File: config.mk
export PLATFORM = sky130hd
export DESIGN_NAME = llr_frame_loader
export DESIGN_NICKNAME = d
export VERILOG_FILES = /design/src/rtl/llr_frame_loader.sv
export SDC_FILE = /design/constraint.sdc
export NUM_CORES = 1
export LEC_CHECK = 0
export ABC_CLOCK_PERIOD_IN_PS = 1500
export BUFFER_PORTS_ARGS = -buffer_cell sky130_fd_sc_hd__buf_2
export CORE_ASPECT_RATIO = 1.4
export CORE_MARGIN = 3
export CORE_UTILIZATION = 33
export CTS_BUF_LIST = sky130_fd_sc_hd__clkbuf_2
export DETAILED_ROUTE_END_ITERATION = 10
export PLACE_DENSITY = 0.65
export SYNTH_ARGS = -nofsm -noshare
export SYNTH_HDL_FRONTEND = slang
export SYNTH_SLANG_ARGS = --single-unit
File: constraint.sdc
create_clock -name clk -period 1.5 [get_ports clk]
set_input_delay 0.225 -clock clk [delete_from_list [all_inputs] [get_ports clk]]
set_output_delay 0.225 -clock clk [all_outputs]
set_load 0.02 [all_outputs]
File: src/rtl/llr_frame_loader.sv
// llr_frame_loader
//   Collects a serial stream of channel LLR words, depunctures it into the
//   LLRVector[BITS_PER_SYMBOL][SYMBOLS] array, fires a one-cycle start pulse
//   to the SISO decoder and holds the array until the decoder reports done.
//
// Ports
//   clk          : sole clock, rising edge
//   rst_n        : synchronous active-low reset
//   s_valid      : stream word valid
//   s_ready      : loader can accept a word (LOAD state only)
//   s_data       : LLR word, stored bit-exact
//   s_last       : final word of a frame
//   dec_in_valid : one-cycle start pulse to the decoder
//   LLRVector    : assembled frame, [row][column] of BITS-wide words
//   dec_done     : decoder out_valid; releases the buffer while waiting
//   busy         : high while the frame is issued / owned by the decoder
//   frame_err    : one-cycle pulse when the frame length was wrong
module llr_frame_loader #(
    parameter int unsigned BITS            = 32,
    parameter int unsigned BITS_PER_SYMBOL = 2,
    parameter int unsigned SYMBOLS         = 5,
    parameter int unsigned PUNCTURE        = 0
) (
    input  logic                                                clk,
    input  logic                                                rst_n,
    input  logic                                                s_valid,
    output logic                                                s_ready,
    input  logic [BITS-1:0]                                     s_data,
    input  logic                                                s_last,
    output logic                                                dec_in_valid,
    output logic [BITS_PER_SYMBOL-1:0][SYMBOLS-1:0][BITS-1:0]   LLRVector,
    input  logic                                                dec_done,
    output logic                                                busy,
    output logic                                                frame_err
);

    // Beats per frame: odd columns carry only the systematic row when punctured.
    localparam int unsigned Beats = BITS_PER_SYMBOL * SYMBOLS -
        ((PUNCTURE != 0) ? (BITS_PER_SYMBOL - 1) * (SYMBOLS / 2) : 0);
    localparam int unsigned RowW  = (BITS_PER_SYMBOL > 1) ? $clog2(BITS_PER_SYMBOL) : 1;
    localparam int unsigned ColW  = (SYMBOLS > 1) ? $clog2(SYMBOLS + 1) : 1;
    localparam int unsigned CntW  = $clog2(Beats + 1);

    typedef enum logic [1:0] {StLoad, StIssue, StWait} state_e;

    state_e                                             state_q;
    logic [RowW-1:0]                                    row_q, row_d;
    logic [ColW-1:0]                                    col_q, col_d;
    logic [CntW-1:0]                                    cnt_q;
    logic [BITS_PER_SYMBOL-1:0][SYMBOLS-1:0][BITS-1:0]  buf_q;
    logic                                               s_ready_q;
    logic                                               dec_in_valid_q;
    logic                                               busy_q;
    logic                                               frame_err_q;

    logic accept;
    logic nth_beat;

    assign accept   = s_valid && s_ready_q && (state_q == StLoad);
    assign nth_beat = (cnt_q == CntW'(Beats - 1));

    // Next write position, skipping the parity rows of odd columns when punctured.
    always_comb begin
        row_d = row_q + RowW'(1);
        col_d = col_q;
        if ((row_q == RowW'(BITS_PER_SYMBOL - 1)) || ((PUNCTURE != 0) && col_q[0])) begin
            row_d = '0;
            col_d = col_q + ColW'(1);
        end
    end

    always_ff @(posedge clk) begin
        if (!rst_n) begin
            state_q        <= StLoad;
            row_q          <= '0;
            col_q          <= '0;
            cnt_q          <= '0;
            buf_q          <= '0;
            s_ready_q      <= 1'b0;
            dec_in_valid_q <= 1'b0;
            busy_q         <= 1'b0;
            frame_err_q    <= 1'b0;
        end else begin
            unique case (state_q)
                StLoad: begin
                    s_ready_q <= 1'b1;
                    if (accept) begin
                        buf_q[row_q][col_q] <= s_data;
                        row_q               <= row_d;
                        col_q               <= col_d;
                        cnt_q               <= cnt_q + CntW'(1);
                        if (nth_beat || s_last) begin
                            state_q        <= StIssue;
                            s_ready_q      <= 1'b0;
                            dec_in_valid_q <= 1'b1;
                            busy_q         <= 1'b1;
                            // Error when exactly one of "N-th beat" / "s_last" holds.
                            frame_err_q    <= nth_beat ^ s_last;
                        end
                    end
                end
                StIssue: begin
                    dec_in_valid_q <= 1'b0;
                    frame_err_q    <= 1'b0;
                    state_q        <= StWait;
                end
                StWait: begin
                    if (dec_done) begin
                        state_q   <= StLoad;
                        buf_q     <= '0;
                        row_q     <= '0;
                        col_q     <= '0;
                        cnt_q     <= '0;
                        busy_q    <= 1'b0;
                        s_ready_q <= 1'b1;
                    end
                end
                default: state_q <= StLoad;
            endcase
        end
    end

    assign s_ready      = s_ready_q;
    assign dec_in_valid = dec_in_valid_q;
    assign busy         = busy_q;
    assign frame_err    = frame_err_q;
    assign LLRVector    = buf_q;

endmodule

==> results of run 1 <==
==> where the power goes <==
group	total (mW)	internal (mW)	switching [mW]
sequential	9.02	8.95	0.0728
combinational	1.85	0.827	1.02
clock	6.07	2.24	3.83
==> final cells by class <==
class                      count  area, µm²  share of cell area, %
antenna                        2       5.00                 0.0231
clock inverter                22        111                  0.515
multi-input combinational    615       5470                   25.3
sequential                   334       7100                   32.8
clock buffer                 117        586                   2.71
inverter                     136        510                   2.36
tap                          462        578                   2.67
timing repair buffer         657       7270                   33.6
==> flip-flops by register name, indices dropped and copies added, names as in the netlist <==
name and flops:
busy 1, s_ready 1, LLRVector 320, col_q 3
frame_err 1, row_q 1, cnt_q 4, dec_in_valid 1
state_q 2
==> placed cells by master, fill, tap and decap left out, drive strengths merged, types with 2 or more instances in the layout <==
cell type,instances
o22ai,128
nand2b,2
nand3b,4
o21ai,2
nand3,199
a21oi,6
dlygate4sd3,38
nor4b,2
mux2i,193
nand4b,5
nor2,5
inv,138
or2,2
dfxtp,334
diode,2
nand2,39
clkbuf,128
a211o,2
buf,608
o211ai,2
nand4bb,2
clkinv,19
nor4bb,2
ha,4
==> worst max-delay path, cell delays in order, from the launching register on <==
cell and delay (ns):
dfxtp_4 0.38, buf_6 0.12, and4bb_1 0.22, buf_12 0.14, buf_12 0.13, a211o_4 0.42
buf_12 0.19, o22ai_2 0.18
==> repair_timing <==
item / in CTS / in global routing
endpoints found under the setup margin: 566 / 651
pin swaps: 22 / 50
hold endpoints to repair: 334 / 0
gates resized for setup: 1064 / 161
gates cloned: 20 / 13
hold buffers: 38 / 0
setup buffers: 63 / 72
==> final timing paths <==
kind,endpoint,depth (start not counted)
worst max-delay path,LLRVector[239]$_SDFFE_PN0P_,7
worst min-delay path,state_q[1]$_SDFFE_PN0P_,5
worst max register to register,LLRVector[239]$_SDFFE_PN0P_,7
worst min register to register,LLRVector[118]$_SDFFE_PN0P_,2
==> metal layers <==
metal  global-route usage, %  vias up  routed length, µm
li1                        -     5451                  -
met1                    25.4     6138              19500
met2                    45.5      616              30200
met3                    6.86      192               3760
met4                    14.5        0               3490
met5                       0        -                  0
==> kinds of logic (layout without fill, tap and decap cells) <==
| logic type | count (synthesis) | count (layout) | synth area share, % |
|---|---|---|---|
| simple gates | 268 | 268 | 12.1 |
| buf+inv | 236 | 932 | 8.71 |
| fa+ha+maj | 4 | 4 | 0.411 |
| mux | 193 | 193 | 15.9 |
| flops | 334 | 334 | 55.0 |
| compound gates | 149 | 149 | 7.88 |
| xor+xnor | 1 | 1 | 0.0720 |
| other cells | 0 | 2 | 0 |
==> flow_summary_export.csv, run 1 <==
group,metric,value,unit
status,status,"finished with violations",
status,violations,"setup timing",
floorplanning,coreArea,36100,µm²
sta,layout_setup_ws,-0.325,ns
placed_design,dpl_cell_area,15100,µm²
clocking,cts_buffers,80,
route,drt_wl_total,57.0,mm
cells_and_area,fin_util,59.9,%
cells_and_area,fillers,2616,
placed_design,placed_cells,2010,
global_route,grt_pass1_vias,12500,
sta,max_freq,548,MHz
route,dr.pass1.iters,6,
clocking,root_buffer,"clkbuf_2",
cells_and_area,finalNonFillerCells,2345,
sta,fin_worst_skew,0.0682,ns
floorplanning,die_width,168,µm
placed_design,io_buffers,360,
route,postRouteAntennaNets,0,
hold_path,min_path_type,"input pin to flop",
setup_path,cp-start-kind,"flop",
logic_synthesis,synth_top_area_share,55.0,%
route,via_per_inst,5.29,
logic_synthesis,synth_fp_nets,1226,
logic_synthesis,ys_types,46,
clocking,clkSinkCount,334,
clocking,clk_latency,0.99,ns
logic_synthesis,ys_seq_elements,334,
sta,hold_viol,0,
setup_path,crit_path_end_kind,"flop",
power_and_ir_drop,p_per_area,783,nW/µm²
cells_and_area,area_growth,77.9,%
floorplanning,start_util,33.7,%
floorplanning,rows,82,
cells_and_area,drive_above_1_share,64.9,%
clocking,clockBufferDepth,3,
global_route,grt_max_degree,93,
floorplanning,io_pins,361,
logic_synthesis,syn_area,12200,µm²
logic_synthesis,synth.area.top_cells,"dfxtp_1, mux2i_1, nand3_1, o22ai_1, inv_1",
global_route,grt.overflow.total,0,
global_route,antenna_found_initial,2,
logic_synthesis,synthTopCellsByCount,"dfxtp_1, nand3_1, mux2i_1",
sta,setup-tns-final,-93.49,ns
route,drtIter0Drc,762,
global_route,grt_first_pass_wirelength,74.8,mm
power_and_ir_drop,p_leak,9.87,nW
sta,worstMarginPinSlew,0.623,ns
sta,rsz0062_at_grt,"true",
placed_design,pre_cts_slack,-0.129,ns
logic_synthesis,ys.flop_type,"dfxtp_1",
logic_synthesis,synth_cells,1185,
clocking,cts_tree,"built",
logic_synthesis,synth.most_common_cell,"dfxtp_1",
sta,slew-limit-headroom,58.4,%
setup_path,worst-path-max-fanout,6,
logic_synthesis,post_synth.cell_area_avg,10.3,µm²
route,drcViolationCount,0,
sta,finalCritPeriodShare,122,%
setup_path,crit-reg2reg-launch,"s_ready$_SDFFE_PN0P_",
sta,drv_slew,0,
setup_path,worstPathArrival,2.70,ns
setup_path,r2r_slack,-0.32,ns
route,vias,12397,
logic_synthesis,synth_edf_count,0,
setup_path,startpoint,"s_ready$_SDFFE_PN0P_",
cells_and_area,final_nets,1865,
global_route,grt_use_total,24.9,%
logic_synthesis,seq_area_frac_synth,55.0,%
sta,setup_violations,648,
floorplanning,dieArea,39200,µm²
power_and_ir_drop,total_power,16.9,mW
setup_path,crit_type,"flop to flop",
sta,holdWs,0.176,ns
logic_synthesis,yosys_warnings,0,
logic_synthesis,synth_area_leader_cell,"dfxtp_1",
job,drv_cap,0,
sta,period_minus_slack,1.82,ns
floorplanning,die_h,233,µm
logic_synthesis,synth_async_sr_flop_share,0,%
clocking,path_clk_slew,0.13,ns
cells_and_area,fin_area,21600,µm²
placed_design,place_congestion,0.823,
placed_design,post-dp-hpwl,29.7,mm
route,wl_per_cell,24.3,µm
power_and_ir_drop,ir_drop,0.000522,V
clocking,cts_htree_levels,3,
setup_path,required,2.38,ns
hold_path,hold_path_startpoint,"dec_done",
Power figures use the tool's default switching activity.
==> inputs of run 2 (changes only) <==
- BUFFER_PORTS_ARGS: -buffer_cell sky130_fd_sc_hd__buf_2 -> -buffer_cell sky130_fd_sc_hd__buf_4
==> flow_summary_export.csv, run 2 (same netlist as run 1, synthesis figures left out) <==
group,metric,value,unit
cells_and_area,final_common_cell,"buf_6",
cells_and_area,area_growth,78.2,%
status,status,"finished with violations",
setup_path,worst-path-max-fanout,6,
floorplanning,die_width,168,µm
cells_and_area,multi_input_area,5510,µm²
power_and_ir_drop,p_per_area,772,nW/µm²
route,vias,12156,
clocking,cts_tree,"built",
clocking,cts_buffers,79,
floorplanning,rows,82,
setup_path,rr_worst_depth,7,
setup_path,startpoint,"state_q[1]$_SDFFE_PN0P_",
power_and_ir_drop,total_power,16.7,mW
cells_and_area,largest_reg_flops,320,
job,drv_cap,0,
sta,max_freq,547,MHz
clocking,root_buffer,"clkbuf_2",
route,via_per_inst,5.22,
global_route,antenna_found_initial,1,
global_route,grt.overflow.total,0,
setup_path,crit-reg2reg-launch,"state_q[1]$_SDFFE_PN0P_",
route,dr.pass1.iters,5,
floorplanning,dieArea,39200,µm²
setup_path,worstReg2RegEnd,"LLRVector[235]$_SDFFE_PN0P_",
sta,drv_slew,0,
floorplanning,coreArea,36100,µm²
placed_design,place_congestion,0.814,
setup_path,crit_type,"flop to flop",
route,wl_per_cell,23.8,µm
hold_path,hold_end,"state_q[1]$_SDFFE_PN0P_",
hold_path,min_path_type,"input pin to flop",
cells_and_area,fin_area,21700,µm²
floorplanning,start_util,33.7,%
route,postRouteAntennaNets,0,
power_and_ir_drop,p_leak,9.88,nW
placed_design,dpl_cell_area,16000,µm²
hold_path,min_path_cells,5,
global_route,grt_pass1_vias,12137,
setup_path,required,2.38,ns
setup_path,r2r_slack,-0.33,ns
sta,fin_worst_skew,0.0875,ns
sta,period_minus_slack,1.83,ns
cells_and_area,fin_util,60.0,%
clocking,clk_latency,0.96,ns
cells_and_area,fillers,2776,
global_route,grt_use_total,24.3,%
cells_and_area,final_nets,1852,
route,drcViolationCount,0,
clocking,clockBufferDepth,3,
global_route,grt_first_pass_wirelength,72.6,mm
status,violations,"setup timing",
power_and_ir_drop,ir_drop,0.000712,V
sta,worstMarginPinSlew,0.440,ns
hold_path,hold_path_startpoint,"dec_done",
floorplanning,die_h,233,µm
setup_path,cp-start-kind,"flop",
route,drtIter0Drc,704,
sta,slew-limit-headroom,70.7,%
sta,rsz0062_at_grt,"true",
setup_path,crit_path_end_kind,"flop",
cells_and_area,regArea,7120,µm²
clocking,path_clk_slew,0.12,ns
cells_and_area,drive_above_1_share,65.2,%
cells_and_area,mostFrequentLayoutCells,"buf_6, dfxtp_2, nand3_1, mux2i_1, buf_4",
global_route,grt_max_degree,43,
route,drt_wl_total,55.4,mm
sta,finalCritPeriodShare,122,%
placed_design,post-dp-hpwl,30.5,mm
setup_path,worstPathArrival,2.71,ns
sta,hold_viol,0,
clocking,cts_htree_levels,3,
floorplanning,io_pins,361,
clocking,clkSinkCount,334,
sta,layout_setup_ws,-0.330,ns
placed_design,io_buffers,360,
sta,setup_violations,647,
## run 2: changes by cell type in the layout (fill, tap and decap cells not counted), sizes merged
cell | previous run | this run
clkinv | 19 | 18
clkbuf | 128 | 125
diode | 2 | 1
dlygate4sd3 | 38 | 36
buf | 608 | 598
## run 2: what timing repair did
item                       4_1_cts  5_1_grt
resized for setup              742      184
setup endpoints to repair      636      651
cloned                          19       13
buffers inserted                48       67
hold endpoints to repair       334        0
pin swaps                       18       60
hold buffers                    36        0
## run 2: power breakdown
part	switching [mW]	leakage [nW]	internal, mW
clock	3.70	0.527	2.18
combinational	0.997	6.49	0.837
sequential	0.0763	2.86	8.94
## run 2: layout make-up
class | count | share of cell area [%]
Clock buffer | 114 | 2.63
Sequential cell | 334 | 32.8
Clock inverter | 21 | 0.491
Multi-Input combinational cell | 615 | 25.4
Timing Repair Buffer | 645 | 33.6
Inverter | 136 | 2.36
Tap cell | 462 | 2.67
Antenna cell | 1 | 0.0115
## run 2: worst max-delay path, stage by stage, from the launching register on
cell and delay (ns):
dfxtp_4 0.40, and4bb_2 0.28, buf_12 0.14, buf_6 0.11, a211o_4 0.42, buf_12 0.17
buf_16 0.13, o22ai_2 0.12
## run 2: per-layer routing
metal | vias up | share of wire, % | track usage (%)
li1 | 5434 | - | -
met4 | 0 | 6.3 | 12.6
met2 | 552 | 52 | 45.7
met5 | - | 0 | 0
met1 | 5990 | 35 | 24.8
met3 | 180 | 6.4 | 5.87
## run 2: worst max path at each step
stage / cells after the start / slack, ns / endpoint
detailed placement: 5 / -0.19 / LLRVector[64]$_SDFFE_PN0P_
global placement: 5 / -0.09 / LLRVector[271]$_SDFFE_PN0P_
global route: 7 / -0.34 / LLRVector[235]$_SDFFE_PN0P_
floorplan: 5 / -0.02 / LLRVector[313]$_SDFFE_PN0P_
finish: 7 / -0.33 / LLRVector[235]$_SDFFE_PN0P_
CTS: 1 / -0.30 / LLRVector[111]
## run 2: stage by stage
step           setup slack [ns]  hold slack [ns]  cells  TNS, ns
2_1_floorplan           -0.0247            0.424   1185   -0.740
3_3_place_gp            -0.0850            0.438   2017    -5.25
3_5_place_dp             -0.185            0.441   2017   -19.09
4_1_cts                  -0.295            0.109   2255  -113.56
5_1_grt                  -0.344            0.157   2328  -146.46
6_report                 -0.330            0.228   2328   -93.65
==> inputs of run 3 (changes only) <==
- CORE_ASPECT_RATIO: 1.4 -> 0.5
==> flow_summary_export.csv, run 3 (same netlist as run 1, synthesis figures left out) <==
group,metric,value,unit
global_route,grt.overflow.total,0,
clocking,clkSinkCount,334,
cells_and_area,area_growth,72.5,%
clocking,path_clk_slew,0.14,ns
route,drcViolationCount,0,
setup_path,crit_path_cell_trace,"and4bb_2 > buf_12 > buf_12 > nand4b_4 > buf_12 > mux2i_1",
status,violations,"setup timing",
clocking,cts_tree,"built",
job,drv_cap,0,
sta,finalCritPeriodShare,118,%
floorplanning,die_width,278,µm
cells_and_area,largest_reg_flops,320,
placed_design,io_buffers,360,
clocking,cts_htree_levels,3,
placed_design,place_congestion,0.814,
sta,hold_viol,0,
global_route,grt_max_degree,46,
floorplanning,coreArea,36100,µm²
power_and_ir_drop,p_leak,9.61,nW
setup_path,worst-path-max-fanout,11,
setup_path,crit_type,"flop to flop",
sta,worstMarginPinSlew,0.501,ns
sta,period_minus_slack,1.77,ns
setup_path,worstPathArrival,2.54,ns
power_and_ir_drop,p_per_area,795,nW/µm²
setup_path,crit_path_end_kind,"flop",
cells_and_area,drive_above_1_share,62.8,%
sta,rsz0062_at_grt,"true",
route,postRouteAntennaNets,0,
setup_path,cp-start-kind,"flop",
clocking,clk_latency,0.94,ns
floorplanning,start_util,33.7,%
placed_design,post-dp-hpwl,30.4,mm
sta,setup_violations,647,
power_and_ir_drop,ir_drop,0.000463,V
hold_path,min_path_type,"input pin to flop",
floorplanning,io_pins,361,
power_and_ir_drop,total_power,16.7,mW
global_route,antenna_found_initial,2,
route,dr.pass1.iters,7,
cells_and_area,fillers,2740,
floorplanning,dieArea,39300,µm²
clocking,root_buffer,"clkbuf_2",
global_route,grt_use_total,24.2,%
cells_and_area,fin_util,58.1,%
route,drtIter0Drc,895,
route,vias,12034,
floorplanning,die_h,142,µm
setup_path,path_delay_family,"simple AND/OR/NAND/NOR gates",
clocking,cts_buffers,78,
floorplanning,rows,49,
sta,drv_slew,0,
route,wl_per_cell,22.9,µm
sta,max_freq,564,MHz
status,status,"finished with violations",
cells_and_area,mostFrequentLayoutCells,"buf_6, dfxtp_2, nand3_1, mux2i_1, buf_4",
route,via_per_inst,5.18,
setup_path,slowest_delay,0.38,ns
setup_path,required,2.27,ns
global_route,grt_first_pass_wirelength,73.2,mm
sta,layout_setup_ws,-0.273,ns
setup_path,cpMaxStageDelayCell,"dfxtp_4",
route,drt_wl_total,53.1,mm
clocking,clockBufferDepth,3,
global_route,grt_pass1_vias,11697,
cells_and_area,final_common_cell,"buf_6",
setup_path,path_common_cell,"buf_12",
setup_path,cp.buffers_inverters,3,
cells_and_area,final_nets,1830,
sta,slew-limit-headroom,66.5,%
sta,fin_worst_skew,0.121,ns
## run 3: cell count changes in the layout (fill, tap and decap cells not counted), moves of 3 or more
cell,delta
o22ai_1,+32
buf_12,+5
clkbuf_2,-4
o22ai_4,-15
buf_4,-12
buf_16,-10
clkinv_2,+3
clkbuf_16,-3
o22ai_2,-17
clkinv_1,-6
## run 3: worst paths after layout
kind / from / end / slack [ns] / depth (start not counted)
setup reg to reg: state_q[0]$_SDFFE_PN0P_ / LLRVector[200]$_SDFFE_PN0P_ / -0.27 / 6
hold reg to reg: LLRVector[272]$_SDFFE_PN0P_ / LLRVector[272]$_SDFFE_PN0P_ / 0.47 / 2
hold / removal: rst_n / LLRVector[157]$_SDFFE_PN0P_ / 0.19 / 4
setup / recovery: state_q[0]$_SDFFE_PN0P_ / LLRVector[200]$_SDFFE_PN0P_ / -0.27 / 6
## run 3: stage by stage
stage          hold WS [ns]  instances  TNS [ns]  setup slack [ns]  area [µm²]
6_report              0.194       2323    -67.79            -0.273       21000
5_1_grt               0.153       2323   -100.80            -0.275       21000
4_1_cts               0.161       2261    -60.57            -0.188       19900
3_5_place_dp          0.441       2035     -4.10           -0.0721       16100
3_3_place_gp          0.437       2035     -1.11           -0.0291       16100
2_1_floorplan         0.424       1185    -0.740           -0.0247       12200
## run 3: worst min-delay path, delay by kind of cell
family / cells / cell delay [ns]
buffers and inverters: 2 / 0.72
AND/OR/NAND/NOR: 1 / 0.10
multiplexers: 1 / 0.06
## run 3: what timing repair did
action | in CTS | in global routing
buffers inserted | 46 | 65
gates cloned | 16 | 8
pin swaps | 21 | 63
endpoints found under the hold margin | 334 | 0
setup endpoints to repair | 565 | 648
resized for setup | 720 | 122
hold buffers | 36 | 0
## run 3: cell type report
type                    instances  area, µm²  share of cell area [%]
clock buffers                 110        551                    2.62
repair buffers                624       6920                    33.0
clock inverters                18        104                   0.495
diodes                          2       5.00                  0.0239
inverters                     136        510                    2.43
flip-flops and latches        334       7110                    33.9
multi-input cells             615       5170                    24.7
well taps                     484        606                    2.89
## run 3: routing by layer
metal / track usage, % / wire length, µm / vias up
met5: 0 / 0 / -
met4: 13.6 / 2860 / 0
met3: 4.32 / 2640 / 178
met2: 42.5 / 27100 / 510
met1: 28.2 / 20500 / 5974
li1: - / - / 5372
## run 3: power by group
group | internal [mW] | switching (mW)
clock | 2.12 | 3.73
combinational | 0.822 | 0.992
sequential | 8.95 | 0.0692
total | 11.9 | 4.79
